## src/rtl/fifo_rd_pkg.sv

```systemverilog
// Shared types and sizing for the FIFO read-side drainer.
// The output buffer depth is fixed at two; pointer and occupancy widths follow from it.
package fifo_rd_pkg;

    typedef enum logic [1:0] {
        IDLE  = 2'd0,
        RUN   = 2'd1,
        STALL = 2'd2,
        DRAIN = 2'd3
    } rd_state_t;

    localparam int RD_BUF_DEPTH   = 2;
    localparam int RD_PTR_W       = 1;
    localparam int RD_OCC_W       = 2;
    localparam int RD_COUNT_WIDTH = 16;

endpackage

```

## src/rtl/rd_skid_buf.sv

```systemverilog
// Two-entry output buffer: tail written by captured FIFO words, head drained downstream.
// Flush empties the buffer and suppresses any write in the same cycle.
module rd_skid_buf
    import fifo_rd_pkg::*;
#(
    parameter int DataSize = 8
) (
    input  logic                clk_i,
    input  logic                rst_i,
    input  logic                wr_en_i,
    input  logic [DataSize-1:0] wr_data_i,
    input  logic                rd_en_i,
    input  logic                flush_i,
    output logic [DataSize-1:0] rd_data_o,
    output logic [RD_OCC_W-1:0] occ_o,
    output logic [RD_OCC_W-1:0] occ_next_o
);

    logic [DataSize-1:0] mem_q [RD_BUF_DEPTH];
    logic [RD_PTR_W-1:0] head_q, head_d;
    logic [RD_PTR_W-1:0] tail_q, tail_d;
    logic [RD_OCC_W-1:0] occ_q, occ_d;

    always_comb begin
        head_d = head_q;
        tail_d = tail_q;
        occ_d  = occ_q;
        if (flush_i) begin
            head_d = '0;
            tail_d = '0;
            occ_d  = '0;
        end else begin
            if (wr_en_i) tail_d = tail_q + 1'b1;
            if (rd_en_i) head_d = head_q + 1'b1;
            occ_d = occ_q + RD_OCC_W'(wr_en_i) - RD_OCC_W'(rd_en_i);
        end
    end

    always_ff @(posedge clk_i or posedge rst_i) begin
        if (rst_i) begin
            for (int i = 0; i < RD_BUF_DEPTH; i++) mem_q[i] <= '0;
            head_q <= '0;
            tail_q <= '0;
            occ_q  <= '0;
        end else begin
            if (wr_en_i && !flush_i) mem_q[tail_q] <= wr_data_i;
            head_q <= head_d;
            tail_q <= tail_d;
            occ_q  <= occ_d;
        end
    end

    assign rd_data_o  = mem_q[head_q];
    assign occ_o      = occ_q;
    assign occ_next_o = occ_d;

endmodule

```

## src/rtl/fifo_read_drainer.sv

```systemverilog
// Read-domain FIFO consumer: pops while there is room, buffers two words, streams them out.
// state | meaning
// IDLE  | nothing held or in flight, Enable low
// RUN   | popping allowed
// STALL | held plus in-flight words fill the buffer
// DRAIN | Enable low, finishing held and in-flight words
module fifo_read_drainer
    import fifo_rd_pkg::*;
#(
    parameter int DataSize   = 8,
    parameter int CountWidth = RD_COUNT_WIDTH
) (
    input  logic                  Rclk,
    input  logic                  Rreset,
    input  logic                  Enable,
    input  logic                  Flush,
    input  logic                  empty,
    input  logic [DataSize-1:0]   FifoData,
    output logic                  Pop,
    output logic [DataSize-1:0]   OutData,
    output logic                  OutValid,
    input  logic                  OutReady,
    output logic [CountWidth-1:0] WordCount,
    output logic                  Busy
);

    rd_state_t             state_q, state_d;
    logic                  inflight_q, inflight_d;
    logic [CountWidth-1:0] count_q, count_d;
    logic [RD_OCC_W-1:0]   occ, occ_next;
    logic [2:0]            committed;
    logic                  xfer;
    logic                  held_next;
    logic                  full_next;

    assign OutValid  = (occ != '0) & ~Flush;
    assign xfer      = OutValid & OutReady;
    assign committed = 3'(occ) + 3'(inflight_q);
    // A transfer this cycle frees a slot, so it is credited before the room check.
    assign Pop       = Enable & ~empty & ~Flush & ~Rreset & (committed < (3'd2 + 3'(xfer)));

    assign inflight_d = Pop;
    assign count_d    = count_q + CountWidth'(xfer);
    assign held_next  = (occ_next != '0) | inflight_d;
    assign full_next  = (3'(occ_next) + 3'(inflight_d)) == 3'd2;

    rd_skid_buf #(
        .DataSize (DataSize)
    ) u_buf (
        .clk_i      (Rclk),
        .rst_i      (Rreset),
        .wr_en_i    (inflight_q),
        .wr_data_i  (FifoData),
        .rd_en_i    (xfer),
        .flush_i    (Flush),
        .rd_data_o  (OutData),
        .occ_o      (occ),
        .occ_next_o (occ_next)
    );

    always_comb begin
        state_d = state_q;
        if (Flush) begin
            state_d = Enable ? RUN : IDLE;
        end else begin
            case (state_q)
                IDLE:  if (Enable) state_d = RUN;
                RUN: begin
                    if (!Enable)        state_d = held_next ? DRAIN : IDLE;
                    else if (full_next) state_d = STALL;
                end
                STALL: if (xfer) state_d = RUN;
                DRAIN: begin
                    if (Enable)          state_d = RUN;
                    else if (!held_next) state_d = IDLE;
                end
                default: state_d = IDLE;
            endcase
        end
    end

    always_ff @(posedge Rclk or posedge Rreset) begin
        if (Rreset) begin
            state_q    <= IDLE;
            inflight_q <= 1'b0;
            count_q    <= '0;
        end else begin
            state_q    <= state_d;
            inflight_q <= inflight_d & ~Flush;
            count_q    <= count_d;
        end
    end

    assign WordCount = count_q;
    assign Busy      = (state_q != IDLE);

endmodule

```

## config.mk

```make
export PLATFORM = sky130hd
export DESIGN_NAME = fifo_read_drainer
export DESIGN_NICKNAME = d
export VERILOG_FILES = /design/src/rtl/fifo_rd_pkg.sv /design/src/rtl/rd_skid_buf.sv /design/src/rtl/fifo_read_drainer.sv
export SDC_FILE = /design/constraint.sdc
export NUM_CORES = 1
export LEC_CHECK = 0
export BUFFER_PORTS_ARGS = -buffer_cell sky130_fd_sc_hd__buf_2
export CAP_MARGIN = 20
export CORE_MARGIN = 10
export CORE_UTILIZATION = 30
export DETAILED_ROUTE_END_ITERATION = 8
export GPL_TIMING_DRIVEN = 0
export PLACE_DENSITY = 0.47
export REMOVE_ABC_BUFFERS = 1
export SKIP_LAST_GASP = 1
export SYNTH_ARGS = -nofsm -noshare
export SYNTH_HDL_FRONTEND = slang
export SYNTH_SLANG_ARGS = --single-unit
```

## constraint.sdc

```tcl
create_clock -name Rclk -period 3.38 [get_ports Rclk]
set_input_delay 0.845 -clock Rclk [delete_from_list [all_inputs] [get_ports Rclk]]
set_output_delay 0.845 -clock Rclk [all_outputs]
set_load 0.01 [all_outputs]
```

==> qor.csv <==
metric,value,unit
vias per cell,4.61,
clock network power share,28.7,%
setup tns final,0,ps
synthesis warning total,0,
setup ws final,285,ps
synthesized area,1840,um^2
diode count,0,
clock skew,11.1,ps
Final Hold Viols,0,
first-pass GRT wire length,6610,um
die area,9670,um^2
post-place setup slack,5.80,ps
pin count of the biggest net entering global routing,40,
Seq pwr share,53.2,%
share of cells above drive strength 1,38.8,%
Slew headroom,47.4,%
Top Layer Used,met4,
fin crit period,3090,ps
Syn-to-layout area delta,19.8,%
Reg2Reg Depth,13,
core region area,5960,um^2
CTS H-tree depth,2,
Cells after Synth,142,
NetSw,0.302,mW
Die Height,98.3,um
Tot Pwr,1.07,mW
"Clk pin slew, worst setup/hold paths",80,ps
setup bufs post-CTS,0,
# IOs,41,
# resized after CTS,0,
post-synthesis sequential area ratio,53.0,%
Max Freq,323,MHz
DR WL/cell,14.8,um
DRC,0,
"commonest non-fill, non-tap cells in the layout","40 x buf_2, 39 x dfrtp_1, 17 x mux2_2, 12 x xnor2_1, 10 x nor2_1",
antenna-violating nets left,0,
Worst-Margin Slew,787,ps
outcome,"complete, no violations",
GRT Util Overall,8.31,%
combinational cell fraction of total power,18.2,%
Hold Buf Count CTS,0,
final setup fails,0,
fin. max-slew vios,0,
Int Pwr,0.763,mW
antenna violations before repair,0,
Seq cells post-synth,39,
Crit Path Class,primary input to flip-flop,
CTS Root Cell,clkbuf_8,
routed vias,1213,
metal2 WL,2020,um
"Max FO, Critical Path",10,
Die X,98.3,um
Total Wirelength,3890,um
Max IR drop VDD,0.171,mV
unique cell type count in the Yosys netlist,32,
Final GP Congestion,0.805,
CTS buffer count,5,
first-pass iteration count of the detailed router,4,
Met1 Routed Length,1610,um
clk_lat worst skew,290,ps
Worst Path Required,3550,ps
Initial Utilization,30.9,%
CP Launch Type,primary input,
Pwr Density,483,nW/um^2
Max-Cap Viols,0,
WL met3,209,um
Synth top area share,53.0,%
clock sink count,39,
IO buf count,40,
GR Overflow Total,0,
synth top area cells,"dfrtp_1 53%, mux2_2 10%, xnor2_1 5.7%, ha_1 5.4%, mux2_1 4.3%",
final worst-path cycle share,91.6,%
syn_area_per_cell,13.0,um^2
Worst Hold Class,flip-flop to flip-flop,
post-DP HPWL,2980,um
"Cell Count, Final, Fillers Out",263,
"most common cell after layout, fill and taps aside",buf_2,
fin nets,209,
Clock Tree Buf Depth,2,
placed insts,255,
RSZ-0062 raised after global routing,false,
First DRT Iteration DRCs,26,
CTS tree,yes,
Cell Rows,28,
total leakage power,1.16,nW
Sw Ratio,28.4,%
CP endpoint kind,flip-flop,
vias in the first global route,1348,
CP arrival,3270,ps
"area leader, netlist",dfrtp_1,
Worst Hold Depth,1,
==> critical path: stages <==
cell and delay, ps:
buf_2 220, nor2_1 100, ha_1 280, inv_1 40
ha_1 180, xnor2_1 210, xnor2_1 140, and2_1 200
ha_1 200, or4b_1 470, nor3_1 190, a31oi_1 80
o311a_1 130
==> layer usage <==
layer,GRT usage (%),vias to the layer above
li1,-,585
met1,8.90,601
met2,14.6,21
met3,3.03,6
met4,2.98,0
met5,0,-
==> sequential cells by signal, summed over array words and instances (netlist names) <==
| register | count |
|---|---|
| WordCount | 16 |
| inflight_q | 1 |
| state_q | 2 |
| u_buf.head_q | 1 |
| u_buf.mem_q | 16 |
| u_buf.occ_o | 2 |
| u_buf.tail_q | 1 |
==> power groups by stage <==
| stage | clock (mW) | sequential (mW) | combinational, mW |
|---|---|---|---|
| floorplan | 0 | 0.571 | 0.113 |
| finish | 0.305 | 0.566 | 0.193 |
| global placement | 0 | 0.571 | 0.195 |
| detailed placement | 0 | 0.577 | 0.201 |
| global route | 0.327 | 0.575 | 0.219 |
| CTS | 0.316 | 0.568 | 0.201 |
==> stage by stage <==
stage / area, um^2 / util, % / hold slack, ps
2_1_floorplan: 1830 / - / 454
3_3_place_gp: 2120 / 35.6 / 452
3_5_place_dp: 2120 / 35.6 / 459
4_1_cts: 2200 / 37.0 / 471
5_1_grt: 2200 / 37.0 / 485
6_report: 2200 / 37.0 / 462
==> Yosys cell counts (all sizes together) <==
| master | count |
|---|---|
| nand4 | 3 |
| nand2 | 6 |
| and3 | 2 |
| and2 | 1 |
| xnor2 | 12 |
| nor4 | 1 |
| mux2 | 24 |
| buf | 1 |
| o31ai | 1 |
| nand2b | 1 |
| nor2 | 10 |
| nand3 | 6 |
| dfrtp | 39 |
| o311a | 1 |
| o21ai | 2 |
| clkbuf | 1 |
| a21o | 1 |
| ha | 8 |
| inv | 5 |
| nor3 | 3 |
| a31oi | 1 |
| xor2 | 6 |
| nor3b | 1 |
| and4 | 3 |
| and2b | 1 |
| or2 | 1 |
| or4b | 1 |
==> final timing paths <==
check	slack [ps]	end	start
max in group asynchronous	2170	state_q[1]$_DFFE_PP0P_	Rreset
hold reg to reg	460	WordCount[15]$_DFF_PP0_	WordCount[15]$_DFF_PP0_
min in group asynchronous	710	WordCount[5]$_DFF_PP0_	Rreset
hold / removal	460	WordCount[15]$_DFF_PP0_	WordCount[15]$_DFF_PP0_
setup / recovery	290	state_q[0]$_DFFE_PP0P_	Flush
setup reg to reg	390	state_q[0]$_DFFE_PP0P_	u_buf.occ_o[0]$_DFF_PP0_
==> cells by family after synthesis <==
family	count (synthesis)	share of synthesized area (%)
muxes	24	14.7
and+or+nand+nor	40	14.0
adders and majority gates	8	5.44
DFF	39	53.0
xor gates and xnor gates	18	8.57
AOI/OAI and AO/OA	6	2.45
buffers and inverters	7	1.83
==> final cells by class <==
cell class	count	area (um^2)
Tap cell	75	93.8
Sequential cell	39	976
Clock buffer	6	72.6
Timing Repair Buffer	40	200
Multi-Input combinational cell	96	831
Clock inverter	2	12.5
Inverter	5	18.8
Fill cell	592	3750
Note: power is estimated with default switching activity, not from simulation.
